**src/rtl/pc_fetch.sv**
```systemverilog
`default_nettype none
// ============================================================================
// pc_fetch : MIPS fetch stage. Holds the PC, reads instruction memory and hands
//            {instr, pc, exception} to decode over a valid/ready handshake.
// Revision : 1.0
// ============================================================================
module pc_fetch #(
    parameter logic [31:0] RESET_PC  = 32'h0000_3000,
    parameter logic [31:0] IMEM_BASE = 32'h0000_3000,
    parameter logic [31:0] IMEM_SIZE = 32'h0000_4000
) (
    input  logic        clk,
    input  logic        reset,
    input  logic [31:0] next_pc,
    output logic        imem_req,
    output logic [31:0] imem_addr,
    input  logic        imem_ready,
    input  logic        imem_rvalid,
    input  logic [31:0] imem_rdata,
    output logic        instr_valid,
    input  logic        instr_ready,
    output logic [31:0] instr,
    output logic [31:0] instr_pc,
    output logic [1:0]  instr_exc,
    output logic [31:0] fetch_count
);

    typedef enum logic [1:0] {
        ST_REQ  = 2'd0,
        ST_WAIT = 2'd1,
        ST_HOLD = 2'd2
    } state_t;

    localparam logic [1:0] EXC_NONE  = 2'b00;
    localparam logic [1:0] EXC_ALIGN = 2'b01;
    localparam logic [1:0] EXC_RANGE = 2'b10;

    state_t      state;
    logic [31:0] pc;
    logic [31:0] pc_offset;
    logic [1:0]  pc_exc;

    // Offset compare covers the top of the range without a 33-bit add, so
    // addresses near 32'hFFFF_FFFC never wrap back into the legal window.
    always_comb begin
        pc_offset = pc - IMEM_BASE;
        pc_exc    = EXC_NONE;
        if (pc[1:0] != 2'b00)
            pc_exc = EXC_ALIGN;
        else if ((pc < IMEM_BASE) || (pc_offset >= IMEM_SIZE))
            pc_exc = EXC_RANGE;
    end

    assign imem_req  = reset && (state == ST_REQ) && (pc_exc == EXC_NONE);
    assign imem_addr = pc;

    always_ff @(posedge clk or negedge reset) begin
        if (!reset) begin
            state       <= ST_REQ;
            pc          <= RESET_PC;
            instr_valid <= 1'b0;
            instr       <= 32'h0;
            instr_pc    <= 32'h0;
            instr_exc   <= EXC_NONE;
            fetch_count <= 32'h0;
        end else begin
            case (state)
                ST_REQ: begin
                    if (pc_exc != EXC_NONE) begin
                        instr       <= 32'h0;
                        instr_pc    <= pc;
                        instr_exc   <= pc_exc;
                        instr_valid <= 1'b1;
                        state       <= ST_HOLD;
                    end else if (imem_ready) begin
                        state <= ST_WAIT;
                    end
                end
                ST_WAIT: begin
                    if (imem_rvalid) begin
                        instr       <= imem_rdata;
                        instr_pc    <= pc;
                        instr_exc   <= EXC_NONE;
                        instr_valid <= 1'b1;
                        state       <= ST_HOLD;
                    end
                end
                ST_HOLD: begin
                    if (instr_ready) begin
                        pc          <= next_pc;
                        fetch_count <= fetch_count + 32'd1;
                        instr_valid <= 1'b0;
                        state       <= ST_REQ;
                    end
                end
                default: state <= ST_REQ;
            endcase
        end
    end

endmodule
`default_nettype wire
```
**config.mk**
```make
export PLATFORM = sky130hd
export DESIGN_NAME = pc_fetch
export DESIGN_NICKNAME = d
export VERILOG_FILES = /design/src/rtl/pc_fetch.sv
export SDC_FILE = /design/constraint.sdc
export NUM_CORES = 1
export LEC_CHECK = 0
export CORE_MARGIN = 4
export CORE_UTILIZATION = 48
export CTS_CLUSTER_DIAMETER = 50
export DETAILED_ROUTE_END_ITERATION = 7
export GPL_TIMING_DRIVEN = 0
export PLACE_DENSITY = 0.86
export SETUP_SLACK_MARGIN = 0.15
export SLEW_MARGIN = 10
export SYNTH_ARGS = -nofsm -noshare
export SYNTH_HDL_FRONTEND = slang
export SYNTH_SLANG_ARGS = --single-unit
```
**constraint.sdc**
```tcl
create_clock -name clk -period 5.64 [get_ports clk]
set_input_delay 1.692 -clock clk [delete_from_list [all_inputs] [get_ports clk]]
set_output_delay 1.692 -clock clk [all_outputs]
set_load 0.01 [all_outputs]
```
Word-level counts from Yosys, hierarchy flattened
Cells that the tools add are included.

Latch bits: 0. Bits of input ports: 69. Bits in read-only memories: 0. RAM bits: 0. Memories: 0. Register bits: 133. Output and inout port bits: 132.

Magnitude comparators: 2. Div/mod/pow operators: 0. Bitwise logic cells: 0. Shift-type cells: 0. Mux-type cells: 20. Eq/ne operators: 6. Reduce and logical (&&, ||, !) cells: 13. Multipliers: 0. Add/subtract/negate cells: 2.

Operators with widths (count): 32-bit 2-to-1 mux (4); 32-bit case mux with 2 select lines (2); 32-bit by 1-bit adder with 32-bit output, second input constant (1); 32-bit by 15-bit >= comparator with 1-bit output, second input constant (1); 32-bit by 14-bit less-than comparator with 1-bit output, second input constant (1); 32-bit by 14-bit subtractor with 32-bit output, second input constant (1); 2-bit 2-to-1 mux (8); 2-bit case mux with 3 select lines (1); 3-bit AND reduction (2); 2-bit nonzero test (3); 2-bit logical NOT (2); 2-bit inequality test, second input constant (2); 2-bit case mux with 2 select lines (1); 4-bit AND reduction (1); 1-bit 2-to-1 mux (3); 3-bit by 2-bit inequality test with 1-bit output, second input constant (1); 1-bit case mux with 3 select lines (1); 3-bit nonzero test (1); 2-bit by 1-bit == test with 1-bit output, second input constant (1); 2-bit == test, second input constant (1); 1-bit logical AND (2); 2-bit by 1-bit inequality test with 1-bit output, second input constant (1); 2-bit AND reduction (1); 1-bit logical OR (1).

Longest topological paths before layout
Depth after elaboration: 8. Gate-level depth with buffers: 8. Depth with buffers taken out: 6.

Least setup slack after synthesis
OpenSTA, ideal clock, no wires.

Path type: in2out. Start point: in reset. End point: out imem_req. Arrival time: 1.894 ns. Buffers on the path: 0. Stages on the path: 1. Data required time: 3.948 ns. Slack: 2.054 ns. Path through: and4_1.

Longest elaborated chain between the ends: 2.

RTL lines: start, declared (RTL line 13) `input logic reset,`; 1-bit logical AND (2 in a row) (RTL line 54) `assign imem_req = reset && (state == ST_REQ) && (pc_exc == EXC_NONE);`; end, declared (RTL line 15) `output logic imem_req,`.

Every way passes these cells.

Worst setup path after layout
Ends and elaborated chain as after synthesis.

==> key figures <==
Run status
  – Result of the run: complete, no violations

Global routing
  – Antenna violations before repair: 0
  – Pin count of the biggest net entering global routing: 93
  – First-pass GRT wire length: 23700 um
  – GRT Residual Overflow: 0
  – Vias in the first global route: 4479
  – Overall routing resource usage: 0.235

Clock tree
  – Resize count post-CTS: 0
  – Clock tree buffer depth: 2
  – Worst-skew pair later-pin latency: 520 ps
  – Clock tree root buffer cell: sky130_fd_sc_hd__clkbuf_8
  – CTS Sinks: 133
  – Hold buffer count at cts: 0
  – Inserted Clock Buffers: 17
  – CTS clk-pin slew, worst paths: 60 ps
  – Clock tree from TritonCTS: yes
  – Setup bufs post-CTS: 0
  – Maximum level of the CTS H-tree: 4

Synthesis
  – EDFF count, synth: 0
  – Part of the Yosys area used for sequential elements: 0.625
  – Synthesized Nets: 515
  – Synthesized instance count: 445
  – Post-synth cell types: 48
  – Primary flip-flop cell chosen by synthesis mapping: sky130_fd_sc_hd__dfrtp_1
  – Post-Syn Area per Cell: 12.0 um2
  – Synth async-reset ratio: 1.00
  – Post-synthesis register bit count: 133
  – YS warnings: 0
  – Netlist Area Pre-Place: 5330 um2

STA
  – Clock tree skew after final layout: 7.97 ps
  – Total Neg Setup Slack: 0 ps
  – Final Setup Violations: 0
  – Final Critical Period: 5000 ps
  – Total count of hold-check failures in the final report: 0
  – Transition time at the pin with the least slew margin: 964 ps
  – RSZ-0062 raised after global routing: false
  – Worst relative slew slack: 0.351
  – Max Clock Freq: 200 MHz
  – Slew Viols, Final: 0
  – Crit share post-route: 0.886

Placement
  – Number of port buffers: 200
  – Detailed placer's ending HPWL: 10500 um
  – Standard cell area after detailed placement: 7530 um2
  – RD Place Congestion: 0.847

Cells and area
  – Commonest cells after routing, fill and taps aside: 199 x sky130_fd_sc_hd__clkdlybuf4s50_1, 131 x sky130_fd_sc_hd__dfrtp_1, 110 x sky130_fd_sc_hd__nand2_1
  – Antenna diode count: 0
  – Non-Filler Cell Area, Final: 8080 um2
  – Ratio of cells with drive above 1 in the final layout: 0.111
  – Signed area change from the synthesized netlist to the final layout: 51.7%
  – Most common cell after layout, fill and taps aside: sky130_fd_sc_hd__clkdlybuf4s50_1
  – Net count, final: 735
  – Fin util: 0.745

Worst setup path
  – Startpoint-to-endpoint class of the critical path: primary input to primary output
  – Cell with the largest stage delay on the worst path: sky130_fd_sc_hd__clkdlybuf4s50_1
  – Critical path data required time: 3950 ps
  – Launching instance or port of the critical path: reset
  – FF-to-FF path depth: 7
  – Largest fanout on the critical path: 92
  – Worst R2R Setup Slack: 2690 ps
  – Arr. time, crit path: 3310 ps
  – Delay contributed by the slowest stage of the critical path: 560 ps
  – RR Startpoint: imem_addr[23]$_DFFE_PN0P_
  – Setup crit end kind: primary output
  – Ordered list of cells on the worst path: buf_6, buf_16, and4_1, clkdlybuf4s50_1
  – Setup crit end: imem_req
  – Number of cells on the critical path: 4
  – Startpoint type of the worst setup path: primary input
  – Family with the most delay on the worst path: buffers and inverters
  – Count of buffer and inverter cells on the critical path: 3
  – RR Endpoint: instr_pc[11]$_DFFE_PN0P_

Worst hold path
  – Worst hold path cell count: 1
  – Hold path startpoint: fetch_count[31]$_DFFE_PN0P_
  – Hold WC Path Type: flip-flop to flip-flop

Detailed routing
  – Number of DRC markers after the initial detailed-route iteration: 231
  – Met1 routed wirelength after detailed routing: 6090 um
  – Antenna-violating nets left: 0
  – Highest routing layer actually used: met4
  – Detailed-route wire length: 14700 um
  – Vias/cell: 5.25
  – Total number of vias: 4288
  – Number of remaining DRC errors: 0
  – Detailed-router iteration count before antenna repair: 5
  – Routed length on met3: 1130 um
  – Met2 routed wirelength: 7260 um
  – Avg WL per Cell: 18.0 um

Pwr
  – Power per Cell Area: 483 nW/um2
  – Largest vdd supply drop: 0.392 mV
  – Overall power consumption: 0.00390 W
  – P_int: 0.00264 W
  – Sequential share of power: 0.379
  – Switching share of power: 0.323
  – Net Switching: 0.00126 W
  – Leakage power total: 3.67 nW
  – Proportion of power drawn by the clock network: 0.263
  – Comb power frac: 0.359

Die
  – Total I/O pin count: 201
  – Effective utilization at floorplan: 0.492
  – Y dimension of the die: 113 um
  – Total Die Area: 12900 um2
  – Die width: 113 um
  – Total number of placement rows: 38
  – Core region area: 10800 um2

Run
  – Max capacitance violation total: 0
## worst register-to-register path, delay by kind of cell, from the launching register on
kind / cells / cell delay, ps
simple gates: 5 / 1750
buf+inv: 1 / 300
mux: 1 / 380
flops: 1 / 400
## cell families (layout without fill, tap and decap cells)
logic type / after synthesis / after routing / synth area share
and+or+nand+nor: 173 / 173 / 0.152
DFF: 133 / 133 / 0.625
AOI/OAI and AO/OA: 54 / 54 / 0.0831
xor gates and xnor gates: 31 / 31 / 0.0510
muxes: 30 / 30 / 0.0662
buffers and inverters: 23 / 255 / 0.0202
adders and majority gates: 1 / 1 / 0.00235
## sequential cells by signal, summed over array words and instances (netlist names)
name	cells
instr_valid	1
instr	32
state	2
fetch_count	32
imem_addr	32
instr_exc	2
instr_pc	32
## per-stage QoR
step	hold slack (ps)	worst slack [ps]	instances
2_1_floorplan	490	2050	445
6_report	475	642	817
3_3_place_gp	461	-3680	785
4_1_cts	477	605	817
5_1_grt	502	456	817
3_5_place_dp	465	609	786
## cell type report
class	instances	area, um2
timing repair buffer	201	2030
fill	730	2760
buffer	20	96.3
tap	140	175
sequential	133	3330
clock inverter	10	108
multi-input combinational	289	1890
clock buffer	21	439
inverter	3	11.3
## cell usage after synthesis (all sizes together), types with 2 or more instances
master	instances	area share
nand2	110	0.077
buf	10	0.011
and4	5	0.0087
dfstp	2	0.0099
o31ai	2	0.0028
or4	3	0.0042
a21o	2	0.0028
or3	2	0.0033
xnor2	25	0.041
nand4	7	0.0082
nor2	11	0.0077
nor4	4	0.0047
and3b	2	0.0033
mux2	30	0.066
nor3	3	0.0028
and2	2	0.0023
xor2	6	0.0099
o21ai	4	0.0038
clkbuf	10	0.0070
a22o	35	0.058
nand3	11	0.010
and3	6	0.0070
inv	3	0.0021
dfrtp	131	0.62
nand2b	3	0.0049
## power by group through the flow
stage               clock network [W]  logic (W)  registers, W
floorplan                           0   0.000546       0.00155
detailed placement                  0    0.00141       0.00149
finish                        0.00103    0.00140       0.00148
CTS                           0.00104    0.00142       0.00148
global placement                    0    0.00136       0.00147
global route                  0.00109    0.00152       0.00152
## worst min path at each step
stage,slack [ps],endpoint
finish,480,fetch_count[31]$_DFFE_PN0P_
detailed placement,460,fetch_count[31]$_DFFE_PN0P_
floorplan,490,imem_addr[13]$_DFFE_PN1P_
global placement,460,instr_exc[1]$_DFFE_PN0P_
global route,500,fetch_count[31]$_DFFE_PN0P_
CTS,480,fetch_count[31]$_DFFE_PN0P_
## per-layer routing
metal	track usage	up-vias
met5	0	-
met4	0.0657	0
met3	0.0802	17
met2	0.394	169
met1	0.293	2110
li1	-	1992
Note: power is estimated with default switching activity, not from simulation.
